`src/rtl/mandala_pkg.sv`:
```
// mandala_pkg: shared widths, FSM encoding, control bundle and the layer
// build-up helper for the mandala sequencer.
package mandala_pkg;

  localparam int PATTERN_W = 10;
  localparam int COLOR_W   = 8;
  localparam int LAYERS    = 8;
  localparam logic [LAYERS-1:0] LAYER_ALL = 8'hFF;

  typedef enum logic [1:0] {
    ST_IDLE  = 2'd0,
    ST_RUN   = 2'd1,
    ST_PAUSE = 2'd2,
    ST_STEP  = 2'd3
  } seq_state_e;

  // Asynchronous control inputs, bundled so they can be synchronised bit-wise.
  typedef struct packed {
    logic       run;
    logic       step;
    logic       dir;
    logic [1:0] speed;
    logic       build;
  } ctrl_t;

  // Build-up: shift a new ring in; once every ring is lit, restart from ring 1.
  function automatic logic [LAYERS-1:0] next_layer(input logic [LAYERS-1:0] m);
    return (m == LAYER_ALL) ? LAYERS'(1) : {m[LAYERS-2:0], 1'b1};
  endfunction

endpackage

```
`src/rtl/sync_2ff.sv`:
```
// sync_2ff: two-flop synchroniser for one asynchronous control bit.
//   clk, rst_n : clock, async active-low reset (both flops clear to 0)
//   d          : asynchronous input
//   q          : synchronised output, two clocks behind d
module sync_2ff (
  input  logic clk,
  input  logic rst_n,
  input  logic d,
  output logic q
);
  logic meta;

  always_ff @(posedge clk or negedge rst_n) begin
    if (!rst_n) begin
      meta <= 1'b0;
      q    <= 1'b0;
    end else begin
      meta <= d;
      q    <= meta;
    end
  end
endmodule

```
`src/rtl/mandala_sequencer.sv`:
```
// mandala_sequencer: frame-locked animation sequencer for the mandala datapath.
// Detects vsync rises, runs an IDLE/RUN/PAUSE/STEP FSM with a frame divider,
// and advances pattern/colour phases and the layer build-up mask.
//   clk, rst_n      : pixel clock, async active-low reset
//   vsync           : vertical sync, same clock domain, active high
//   run/step/dir/speed/build : asynchronous controls (synchronised here)
//   pattern_phase   : 10-bit pattern offset
//   color_phase     : 8-bit colour offset
//   layer_mask      : per-ring enable, bit n gates ring n+1
//   frame_tick      : one-cycle pulse per vsync rise
//   seq_state       : FSM state, for debug
import mandala_pkg::*;

module mandala_sequencer (
  input  logic                 clk,
  input  logic                 rst_n,
  input  logic                 vsync,
  input  logic                 run,
  input  logic                 step,
  input  logic                 dir,
  input  logic [1:0]           speed,
  input  logic                 build,
  output logic [PATTERN_W-1:0] pattern_phase,
  output logic [COLOR_W-1:0]   color_phase,
  output logic [LAYERS-1:0]    layer_mask,
  output logic                 frame_tick,
  output logic [1:0]           seq_state
);
  localparam int CTRL_W = $bits(ctrl_t);

  // ---- control synchronisers, one instance per bit ----
  logic [CTRL_W-1:0] ctrl_raw_v, ctrl_s_v;
  ctrl_t             ctrl_s;

  assign ctrl_raw_v = {run, step, dir, speed, build};
  assign ctrl_s     = ctrl_t'(ctrl_s_v);

  genvar gi;
  generate
    for (gi = 0; gi < CTRL_W; gi++) begin : g_sync
      sync_2ff u_sync (.clk(clk), .rst_n(rst_n), .d(ctrl_raw_v[gi]), .q(ctrl_s_v[gi]));
    end
  endgenerate

  // ---- state ----
  seq_state_e  state;
  logic        vsync_q, step_q;
  logic        dir_sh, build_sh;
  logic [1:0]  speed_sh;
  logic [2:0]  div;

  // ---- combinational decode ----
  logic        vs_rise, step_rise;
  logic        dir_e, build_e;
  logic [1:0]  speed_e;
  logic [2:0]  div_max;
  logic        count_frame, div_hit, to_step, advance;

  assign vs_rise   = vsync & ~vsync_q;
  assign step_rise = ctrl_s.step & ~step_q;

  // On a frame tick the shadows are being loaded, so that tick already acts on
  // the freshly sampled settings; in between, the shadows hold them frozen.
  assign dir_e   = frame_tick ? ctrl_s.dir   : dir_sh;
  assign speed_e = frame_tick ? ctrl_s.speed : speed_sh;
  assign build_e = frame_tick ? ctrl_s.build : build_sh;

  assign div_max = (3'd1 << speed_e) - 3'd1;
  // >= rather than == so a speed reduction while the divider is past the new
  // limit advances on the next frame instead of wrapping through 7.
  assign div_hit = (div >= div_max);

  // Any frame tick with run high outside STEP is a running frame, including
  // the ticks that leave IDLE or PAUSE for RUN.
  assign count_frame = frame_tick && ctrl_s.run && (state != ST_STEP);
  assign to_step     = (state == ST_PAUSE) && step_rise && !ctrl_s.run;
  assign advance     = (count_frame && div_hit) || (frame_tick && state == ST_STEP);

  assign seq_state = state;

  always_ff @(posedge clk or negedge rst_n) begin
    if (!rst_n) begin
      state         <= ST_IDLE;
      vsync_q       <= 1'b0;
      frame_tick    <= 1'b0;
      step_q        <= 1'b0;
      dir_sh        <= 1'b0;
      speed_sh      <= 2'd0;
      build_sh      <= 1'b0;
      div           <= 3'd0;
      pattern_phase <= '0;
      color_phase   <= '0;
      layer_mask    <= LAYER_ALL;
    end else begin
      vsync_q    <= vsync;
      frame_tick <= vs_rise;
      step_q     <= ctrl_s.step;

      if (frame_tick) begin
        dir_sh   <= ctrl_s.dir;
        speed_sh <= ctrl_s.speed;
        build_sh <= ctrl_s.build;
      end

      // Divider: counts running frames, holds in PAUSE, clears entering STEP.
      if (count_frame)  div <= div_hit ? 3'd0 : div + 3'd1;
      else if (to_step) div <= 3'd0;

      if (advance) begin
        pattern_phase <= dir_e ? pattern_phase - PATTERN_W'(1) : pattern_phase + PATTERN_W'(1);
        color_phase   <= dir_e ? color_phase - COLOR_W'(1)     : color_phase + COLOR_W'(1);
      end

      // Build mode switching on restarts from ring 1, overriding that tick's shift.
      if (frame_tick) begin
        if (!build_e)       layer_mask <= LAYER_ALL;
        else if (!build_sh) layer_mask <= LAYERS'(1);
        else if (advance)   layer_mask <= next_layer(layer_mask);
      end

      unique case (state)
        ST_IDLE:  if (frame_tick) state <= ctrl_s.run ? ST_RUN : ST_PAUSE;
        ST_RUN:   if (frame_tick && !ctrl_s.run) state <= ST_PAUSE;
        ST_PAUSE: begin
          if (frame_tick && ctrl_s.run) state <= ST_RUN;
          else if (to_step)             state <= ST_STEP;
        end
        ST_STEP:  if (frame_tick) state <= ctrl_s.run ? ST_RUN : ST_PAUSE;
        default:  state <= ST_IDLE;
      endcase
    end
  end
endmodule

```
`config.mk`:
```
export PLATFORM = sky130hd
export DESIGN_NAME = mandala_sequencer
export DESIGN_NICKNAME = d
export VERILOG_FILES = /design/src/rtl/mandala_pkg.sv /design/src/rtl/sync_2ff.sv /design/src/rtl/mandala_sequencer.sv
export SDC_FILE = /design/constraint.sdc
export NUM_CORES = 1
export LEC_CHECK = 0
export BUFFER_PORTS_ARGS = -buffer_cell sky130_fd_sc_hd__buf_2
export CORE_MARGIN = 2
export CORE_UTILIZATION = 63
export CTS_BUF_LIST = sky130_fd_sc_hd__clkbuf_2 sky130_fd_sc_hd__clkbuf_4 sky130_fd_sc_hd__clkbuf_8
export DETAILED_ROUTE_END_ITERATION = 6
export PLACE_DENSITY = 0.95
export SLEW_MARGIN = 40
export SYNTH_ARGS = -nofsm -noshare
export SYNTH_HDL_FRONTEND = slang
export SYNTH_HIERARCHICAL = 1
export SYNTH_SLANG_ARGS = --single-unit
```
`constraint.sdc`:
```
create_clock -name clk -period 5.8 [get_ports clk]
set_input_delay 0.58 -clock clk [delete_from_list [all_inputs] [get_ports clk]]
set_output_delay 0.58 -clock clk [all_outputs]
set_load 0.03 [all_outputs]
```
==> reports/summary.txt, run 1 <==
Max_slew headroom - 0.597
Worst setup SP type - flip-flop
Post_cts resized - 0
Setup TNS - 0 ns
Synth Register Bits - 49
Final WL - 4.76 mm
DIE AREA - 4590 um2
Peak supply drop - 0.322 mV
Tot GR Track Use - 0.236
Nets - 326
Clk_lat worst skew - 0.31 ns
Share of layout cells above drive strength 1 - 0.197
Grt total ovfl - 0
Setup crit end kind - flip-flop
Core area - 3940 um2
Drt wl/cell - 13.8 um
Die Ht - 67.8 um
Yosys warning count - 6
CTS Sinks - 49
Critical path arrival - 3.14 ns
RSZ-0062 raised after global routing - no
Multi-input gate area - 1240 um2
Cell variety after synth - 39
Register Area - 1230 um2
Cell Area, Synth - 2560 um2
Fillers - 275
CTS tree - done
Vias in the first global route - 1829
I/O Pins - 38
Dpl ws - 2.95 ns
Seq/Total Area, Yosys - 0.482
Vias - 1935
Post-route DRC - 0
Dominant synthesized flop cell - dfrtp_1
Worst-path fanout max - 18
EDFF count, synth - 0
CP Class - flip-flop to flip-flop
Via/cell ratio - 5.63
Final WS setup - 2.83 ns
Clk_skew - 0.00697 ns
Routed Antenna Nets - 0
Min-delay worst type - primary input to asynchronous set/reset pin
Yosys top cell area share - 0.410
Total iterations of the first detailed-routing run - 4
Clk slew on worst S/H paths - 0.09 ns
Starting Density - 0.650
Top post-synthesis cells by area - dfrtp_1 (41%), ha_1 (11%), dfstp_2 (7.2%)
# diodes - 0
# setup viols final - 0
Cell taking the most area after synthesis - dfrtp_1
Clk root buf - clkbuf_8
Avg Synthesized Cell Area - 10.0 um2
Power per cell area - 565 nW/um2
Final count of hold timing violations - 0
Placement row count - 23
Pleak - 1.40 nW
Worst-margin pin slew - 0.588 ns
Initial antenna violation count - 0
Fin crit period - 2.97 ns
Bufs on Longest Clock Path - 2
Fin crit share - 0.512
Detail Placement HPWL - 3.39 mm
Status - finished clean
Largest net degree at the start of global routing - 50
Worst Path Required - 5.97 ns
Async S/R FF share, synth - 1.00
Num CTS Buffers - 5
Synth Net Count - 288
Design Power - 1.63 mW
Slew Viols, Final - 0
First-pass GRT wire length - 8.02 mm
Routability congestion estimate - 0.859
Area growth syn-to-layout - 12.9%
Hold Buf Count CTS - 0
H-tree depth - 2
IO buf count - 36
Post-CTS Setup Bufs - 0
Maxcap violations - 0
Fmax - 0.337 GHz
Die width - 67.8 um
DR iter-0 viols - 173
Post-synthesis cell count - 255
-- cell usage after synthesis (3+ instances only) --
master    count
nand2_1      32
a211oi_1      7
ha_1         22
xor2_1        5
dfstp_2       7
o21ai_0      36
dfrtp_1      42
xnor2_1      10
inv_1        15
mux2i_1       3
buf_2         3
a21o_1        3
nor2_1       14
a21oi_1      17
o21a_1        4
nand2b_1      6
nor3_1        3
-- flip-flops by register name, indices dropped and copies added, names as in the netlist, 2 cells and up --
name and count:
g_sync.u_sync/meta 6, div 3, seq_state 2, g_sync.u_sync/q 6, speed_sh 2, color_phase 8
layer_mask 7, pattern_phase 10
-- logic make-up after synthesis --
logic type	synth area share
buffers and inverters	0.0337
AND/OR/NAND/NOR	0.112
flip-flops	0.482
multiplexers	0.0161
other	0.00146
adder cells (fa/ha/maj)	0.123
AO/OA/AOI/OAI	0.180
XOR/XNOR	0.0513
-- through the flow --
step                std cells  instance area (um2)  utilization  hold slack (ns)
floorplan                 255                 2560            -            0.284
global placement          336                 2770        0.704            0.332
detailed placement        336                 2780        0.704            0.335
CTS                       344                 2890        0.733            0.291
global route              344                 2890        0.733            0.320
finish                    344                 2890        0.733            0.274
-- final cells by class --
type,instances,share of cell area
clock buffer,5,0.0238
clock inverter,3,0.0160
inverter,15,0.0195
multi-input combinational,186,0.429
sequential,49,0.427
tap,50,0.0216
timing repair buffer,36,0.0632
-- power by group --
group	total (mW)	switching (mW)	internal, mW
Combinational	0.846	0.529	0.317
Clock	0.244	0.115	0.129
Sequential	0.545	0.0911	0.454
Total	1.63	0.735	0.899
-- layer usage --
layer	vias to the layer above	part of all wire	global-route usage
met5	-	0	0
met4	0	0.013	0.0944
met3	8	0.040	0.0533
met2	40	0.50	0.401
met1	934	0.44	0.290
li1	953	-	-
-- path summary, 6_finish.rpt --
check | slack, ns | to | cells past startpoint | startpoint
worst max register to register | 2.83 | pattern_phase[7] | 9 | frame_tick
min in group clk | 0.35 | g_sync[2].u_sync/q | 0 | g_sync[2].u_sync/meta
worst max-delay path | 2.83 | pattern_phase[7] | 9 | frame_tick
worst min register to register | 0.35 | g_sync[2].u_sync/q | 0 | g_sync[2].u_sync/meta
worst min-delay path | 0.27 | color_phase[1] | 1 | rst_n
max in group asynchronous | 5.13 | color_phase[2] | 1 | rst_n
-- critical path, stage by stage (launching register included) --
cell and delay, ns:
dfrtp_1 0.60, mux2i_1 0.32, inv_1 0.35, ha_1 0.47
o21ai_0 0.32, o21bai_1 0.13, a21oi_1 0.27, o21ai_0 0.15
xnor2_1 0.15, o21ai_0 0.08
-- layout by cell type (no fill, tap or decap), drive strengths merged, types with 2 or more instances in the layout --
cell    synthesis  final
clkbuf          0      5
o31ai           2      2
fa              2      2
dfstp           7      7
nor3            3      3
dfrtp          42     42
xnor2          10     10
o21a            4      4
buf             5     36
xor2            5      5
a211oi          7      7
inv            15     15
a21oi          18     18
o21bai          2      2
nand2          33     33
o21ai          37     37
nand2b          6      6
nor2           14     14
ha             22     22
a21o            3      3
mux2i           3      3
Note: power is estimated with default switching activity, not from simulation.
==> inputs of run 2 (changes only) <==
--- a/config.mk
+++ b/config.mk
@@ -7,10 +7,10 @@
 export LEC_CHECK = 0
 export BUFFER_PORTS_ARGS = -buffer_cell sky130_fd_sc_hd__buf_2
 export CORE_MARGIN = 2
-export CORE_UTILIZATION = 63
+export CORE_UTILIZATION = 59
 export CTS_BUF_LIST = sky130_fd_sc_hd__clkbuf_2 sky130_fd_sc_hd__clkbuf_4 sky130_fd_sc_hd__clkbuf_8
 export DETAILED_ROUTE_END_ITERATION = 6
-export PLACE_DENSITY = 0.95
+export PLACE_DENSITY = 0.93
 export SLEW_MARGIN = 40
 export SYNTH_ARGS = -nofsm -noshare
 export SYNTH_HDL_FRONTEND = slang
==> constraint.sdc (replaced) <==
create_clock -name clk -period 3 [get_ports clk]
set_input_delay 0.3 -clock clk [delete_from_list [all_inputs] [get_ports clk]]
set_output_delay 0.3 -clock clk [all_outputs]
set_load 0.03 [all_outputs]
==> reports/summary.txt, run 2 (synthesis gave the netlist of run 1 again) <==
Worst-path fanout max - 28 (+10)
Min-delay worst type - primary input to asynchronous set/reset pin
Max_slew headroom - 0.585 (-0.0116)
Die width - 69.9 um (+3.1%)
Detail Placement HPWL - 3.42 mm (+1.0%)
Fin crit period - 2.67 ns (-0.303 ns)
Post-route DRC - 0 (unchanged)
I/O Pins - 38 (unchanged)
Critical path arrival - 2.83 ns (-0.31 ns)
Post_cts resized - 0 (unchanged)
H-tree depth - 2 (unchanged)
Reg with most FFs - pattern_phase
Routability congestion estimate - 0.878 (+2.3%)
Failing checks - negative hold slack
Worst-margin pin slew - 0.605 ns (+0.0169 ns)
R2r startpoint - frame_tick
# setup viols final - 0 (unchanged)
DR iter-0 viols - 100 (-42%)
RSZ-0062 raised after global routing - no
DIE AREA - 4880 um2 (+6.4%)
Share of layout cells above drive strength 1 - 0.204 (+0.00680)
Starting Density - 0.627 (-0.0229)
Vias in the first global route - 1979 (+8.2%)
Design Power - 3.16 mW (+93%)
Slew Viols, Final - 0 (unchanged)
Peak supply drop - 0.732 mV (+130%)
Clk root buf - clkbuf_8
# diodes - 0 (unchanged)
Worst Path Required - 3.16 ns (-2.81 ns)
Tot GR Track Use - 0.216 (-0.0202)
Pleak - 1.40 nW (+0.17%)
Fmax - 0.375 GHz (+11%)
Setup crit end kind - flip-flop
Util after Layout - 0.708 (-0.0255)
Num CTS Buffers - 5 (unchanged)
Fillers - 295 (+7.3%)
Routed Antenna Nets - 0 (unchanged)
Placement row count - 23 (unchanged)
Commonest non-fill, non-tap cell in the layout - dfrtp_1
Fin crit share - 0.889 (+0.377)
Hold slack - -0.0119 ns (-0.286 ns)
Most frequent cells in the layout - dfrtp_1 (41), o21ai_0 (36), buf_2 (35)
Biggest regs - pattern_phase: 10 flops, color_phase: 8 flops, layer_mask: 7 flops
Core area - 4090 um2 (+3.6%)
Final WL - 4.77 mm (+0.32%)
Worst setup SP type - flip-flop
Initial antenna violation count - 0 (unchanged)
Final Cell Area - 2890 um2 (about the same)
Total iterations of the first detailed-routing run - 4 (unchanged)
Clk_lat worst skew - 0.31 ns (about the same)
Vias - 1930 (-0.26%)
Area growth syn-to-layout - 12.9% (about the same)
Reg2reg setup slack - 0.33 ns (-2.50 ns)
Grt total ovfl - 0 (unchanged)
Final count of hold timing violations - 13 (+13)
Clk_skew - 0.0115 ns (+0.00452 ns)
Die Ht - 69.9 um (+3.1%)
Placed Area - 2780 um2 (unchanged)
Clk slew on worst S/H paths - 0.09 ns (about the same)
Maxcap violations - 0 (unchanged)
R2r endpoint - color_phase[2]
Bufs on Longest Clock Path - 2 (unchanged)
Status - finished, violations left
Max reg flops - 10 (unchanged)
Largest net degree at the start of global routing - 50 (unchanged)
CTS tree - done
CP Class - flip-flop to flip-flop
Nets - 326 (unchanged)
CTS Sinks - 49 (unchanged)
Setup TNS - 0 ns (unchanged)
R2R cell count - 8 (-1)
First-pass GRT wire length - 8.47 mm (+5.7%)
Post-CTS Setup Bufs - 0 (unchanged)
Drt wl/cell - 13.9 um (+0.32%)
Hold Buf Count CTS - 0 (unchanged)
Power per cell area - 1090 nW/um2 (+93%)
Via/cell ratio - 5.61 (-0.26%)
IO buf count - 36 (unchanged)
-- run 2: cell types whose count changed in the layout (fill, tap and decap cells not counted), sizes merged --
cell      change
clkbuf        +1
clkinv        -1
clkinvlp      -1
inv           +1
-- run 2: layer usage --
| metal | share of wire | track usage | up-vias |
|---|---|---|---|
| li1 | - | - | 950 |
| met1 | 0.45 | 0.258 | 924 |
| met2 | 0.49 | 0.382 | 47 |
| met3 | 0.043 | 0.0462 | 9 |
| met4 | 0.017 | 0.0791 | 0 |
| met5 | 0 | 0 | - |
-- run 2: cell type report --
type	count	area, um2	area share
Multi-Input combinational cell	186	1240	0.429
Sequential cell	49	1240	0.427
Timing Repair Buffer	36	183	0.0631
Clock buffer	6	76.3	0.0264
Tap cell	50	62.6	0.0216
Inverter	15	56.3	0.0195
Clock inverter	2	38.8	0.0134
-- run 2: how the worst max path moves through the flow --
stage	slack [ns]	endpoint	cells past startpoint	start
finish	0.33	color_phase[2]	8	frame_tick
detailed placement	0.17	pattern_phase[7]	9	frame_tick
global route	0.02	layer_mask[2]	10	frame_tick
floorplan	0.39	layer_mask[2]	11	frame_tick
CTS	0.13	pattern_phase[7]	9	frame_tick
global placement	0.31	pattern_phase[8]	9	frame_tick
-- run 2: power breakdown --
part / leakage [nW] / internal [mW] / switching, mW
Combinational: 0.757 / 0.610 / 1.01
Sequential: 0.582 / 0.877 / 0.180
Clock: 0.0592 / 0.261 / 0.223
Total: 1.40 / 1.75 / 1.41
-- run 2: critical path, stage by stage, from the launching register on --
cell,delay (ns)
dfrtp_2,0.52
mux2_2,0.39
or2_2,0.28
ha_1,0.27
nand2b_1,0.14
a21oi_1,0.23
a21oi_2,0.12
nand2_2,0.38
o21ai_0,0.18
-- run 2: through the flow --
step / setup WS, ns / std cells
detailed placement: 0.166 / 336
CTS: 0.126 / 344
finish: 0.333 / 344
global route: 0.0193 / 344
global placement: 0.314 / 336
floorplan: 0.391 / 255
==> inputs of run 3 (changes only) <==
--- a/config.mk
+++ b/config.mk
@@ -5,12 +5,13 @@
 export SDC_FILE = /design/constraint.sdc
 export NUM_CORES = 1
 export LEC_CHECK = 0
+export ABC_AREA = 1
 export BUFFER_PORTS_ARGS = -buffer_cell sky130_fd_sc_hd__buf_2
 export CORE_MARGIN = 2
-export CORE_UTILIZATION = 59
+export CORE_UTILIZATION = 60
 export CTS_BUF_LIST = sky130_fd_sc_hd__clkbuf_2 sky130_fd_sc_hd__clkbuf_4 sky130_fd_sc_hd__clkbuf_8
 export DETAILED_ROUTE_END_ITERATION = 6
-export PLACE_DENSITY = 0.93
+export PLACE_DENSITY = 0.94
 export SLEW_MARGIN = 40
 export SYNTH_ARGS = -nofsm -noshare
 export SYNTH_HDL_FRONTEND = slang
==> reports/summary.txt, run 3 <==
Placement row count - 24 (+4.3%)
Worst setup SP type - flip-flop
Maxcap violations - 0 (unchanged)
Setup crit end kind - flip-flop
Failing checks - negative hold slack
Area growth syn-to-layout - 10.5%
DR iter-0 viols - 119 (+19%)
Hold slack - -0.0135 ns (-0.00158 ns)
Hold Buf Count CTS - 0 (unchanged)
DIE AREA - 5250 um2 (+7.5%)
Post-CTS Setup Bufs - 0 (unchanged)
Vias in the first global route - 2191 (+11%)
Worst-path fanout max - 18 (-36%)
Async S/R FF share, synth - 1.00 (unchanged)
Via/cell ratio - 5.42 (-3.4%)
Final Cell Area - 3110 um2 (+7.4%)
Critical path arrival - 2.65 ns (-0.18 ns)
Commonest non-fill, non-tap cell in the layout - nand2_1
# diodes - 0 (unchanged)
Slew Viols, Final - 0 (unchanged)
Total iterations of the first detailed-routing run - 4 (unchanged)
Fin crit period - 2.45 ns (-0.219 ns)
Max_slew headroom - 0.566 (-0.0192)
Largest net degree at the start of global routing - 50 (unchanged)
Min-delay worst type - primary input to asynchronous set/reset pin
Seq/Total Area, Yosys - 0.439 (-0.0429)
Gate power share - 0.520 (+0.008)
Grt total ovfl - 0 (unchanged)
Synth Register Bits - 49 (unchanged)
Yosys warning count - 6 (unchanged)
Starting Density - 0.633 (+0.00584)
Die width - 72.5 um (+3.7%)
Detail Placement HPWL - 3.78 mm (+10%)
R2r startpoint - frame_tick
Power per cell area - 976 nW/um2 (-11%)
Placed Area - 3010 um2 (+8.3%)
Post-route DRC - 0 (unchanged)
CTS Sinks - 49 (unchanged)
Nets - 405 (+24%)
Cell variety after synth - 31 (-21%)
Dpl ws - 0.604 ns (+0.439 ns)
Peak supply drop - 0.571 mV (-22%)
Share of layout cells above drive strength 1 - 0.190 (-0.0137)
Clock power share - 0.139 (-0.014)
Clk root buf - clkbuf_8
Most frequent cells in the layout - nand2_1 (119), dfrtp_1 (42), nand3_1 (36)
Post_cts resized - 0 (unchanged)
Clk_lat worst skew - 0.31 ns (about the same)
Synth top cells by count - nand2_1 (119), dfrtp_1 (42), nand3_1 (36)
Power share of the sequential group - 0.341 (+0.006)
Die Ht - 72.5 um (+3.7%)
IO buf count - 36 (unchanged)
CP Class - flip-flop to flip-flop
Routability congestion estimate - 0.828 (-5.7%)
Worst-margin pin slew - 0.649 ns (+0.0445 ns)
Net Switching - 1.43 mW (+1.3%)
Final WL - 5.51 mm (+15%)
EDFF count, synth - 0 (unchanged)
Pleak - 1.71 nW (+22%)
# setup viols final - 0 (unchanged)
Setup TNS - 0 ns (unchanged)
Biggest regs - pattern_phase: 10 flops, color_phase: 8 flops, layer_mask: 7 flops
Cell Area, Synth - 2810 um2 (+9.8%)
Reg with most FFs - pattern_phase
Final count of hold timing violations - 18 (+5)
Top post-synthesis cells by area - dfrtp_1 (37%), nand2_1 (16%), ha_1 (9.8%)
R2R cell count - 10 (+2)
Clk_skew - 0.00902 ns (-0.00247 ns)
First-pass GRT wire length - 9.40 mm (+11%)
Post-synthesis cell count - 335 (+31%)
R2r endpoint - pattern_phase[9]
Final WS setup - 0.552 ns (+0.219 ns)
Routed Antenna Nets - 0 (unchanged)
Cell taking the most area after synthesis - dfrtp_1
I/O Pins - 38 (unchanged)
H-tree depth - 2 (unchanged)
Fmax - 0.408 GHz (+9.0%)
Synth Net Count - 368 (+28%)
Max reg flops - 10 (unchanged)
Yosys top cell area share - 0.374 (-0.0365)
Fin crit share - 0.816 (-0.0731)
Dominant synthesized flop cell - dfrtp_1
Avg Synthesized Cell Area - 8.39 um2 (-16%)
Drt wl/cell - 13.0 um (-6.6%)
CTS tree - done
Vias - 2304 (+19%)
Bufs on Longest Clock Path - 2 (unchanged)
Sw frac - 0.472 (+0.0248)
Clk slew on worst S/H paths - 0.10 ns (about the same)
Initial antenna violation count - 0 (unchanged)
RSZ-0062 raised after global routing - no
Worst Path Required - 3.20 ns (+0.04 ns)
Tot GR Track Use - 0.230 (+0.0146)
Internal Power - 1.60 mW (-8.3%)
Num CTS Buffers - 5 (unchanged)
Most common cell in the netlist - nand2_1
Reg2reg setup slack - 0.55 ns (+0.22 ns)
Status - finished, violations left
Core area - 4440 um2 (+8.8%)
==> run 3: final cells by class <==
| class | count | area [um2] |
|---|---|---|
| Sequential cell | 49 | 1230 |
| Inverter | 30 | 115 |
| Multi-Input combinational cell | 249 | 1400 |
| Timing Repair Buffer | 37 | 190 |
| Clock buffer | 6 | 82.6 |
| Clock inverter | 2 | 17.5 |
| Fill cell | 334 | 1340 |
| Tap cell | 52 | 65.1 |
==> run 3: how the worst max path moves through the flow <==
stage	from	endpoint	slack (ns)
3_5_place_dp	frame_tick	color_phase[6]	0.60
3_3_place_gp	frame_tick	color_phase[6]	0.70
2_1_floorplan	frame_tick	color_phase[6]	0.66
6_report	frame_tick	pattern_phase[9]	0.55
4_1_cts	frame_tick	color_phase[6]	0.57
5_1_grt	frame_tick	pattern_phase[7]	0.32
==> run 3: logic make-up (layout without fill, tap and decap cells) <==
kind of cell	count (synthesis)	after routing	synth area share
flops	49	49	0.439
fa+ha+maj	24	24	0.112
other cells	1	1	0.00133
simple gates	186	186	0.289
buf+inv	37	75	0.0619
xor+xnor	9	9	0.0307
compound gates	29	29	0.0659
==> run 3: layer usage <==
| metal | global-route usage | vias up | share of wire |
|---|---|---|---|
| met5 | 0 | - | 0 |
| met4 | 0.0926 | 0 | 0.0096 |
| met3 | 0.0681 | 7 | 0.045 |
| met2 | 0.379 | 51 | 0.48 |
| met1 | 0.286 | 1097 | 0.46 |
| li1 | - | 1149 | - |
==> run 3: metrics by stage <==
stage | instances | utilization | total power, mW
CTS | 425 | 0.699 | 3.03
floorplan | 335 | - | 2.24
detailed placement | 417 | 0.677 | 2.60
finish | 425 | 0.699 | 3.03
global route | 425 | 0.699 | 3.28
global placement | 417 | 0.676 | 2.52
==> run 3: power by group through the flow <==
stage	registers, mW	clock network (mW)	logic, mW
final	1.03	0.421	1.58
after global placement	1.04	0	1.48
after CTS	1.03	0.431	1.57
after floorplan	1.29	0	0.947
after detailed placement	1.05	0	1.55
after global routing	1.06	0.459	1.76
==> run 3: critical path: stages (launching register included) <==
cell	delay, ns
dfrtp_1	0.42
inv_2	0.14
nand2_2	0.08
nand2_1	0.49
ha_1	0.41
a21oi_1	0.35
nand2_1	0.09
nand2_1	0.08
nand4_1	0.09
nand3_1	0.11
nand2_1	0.06
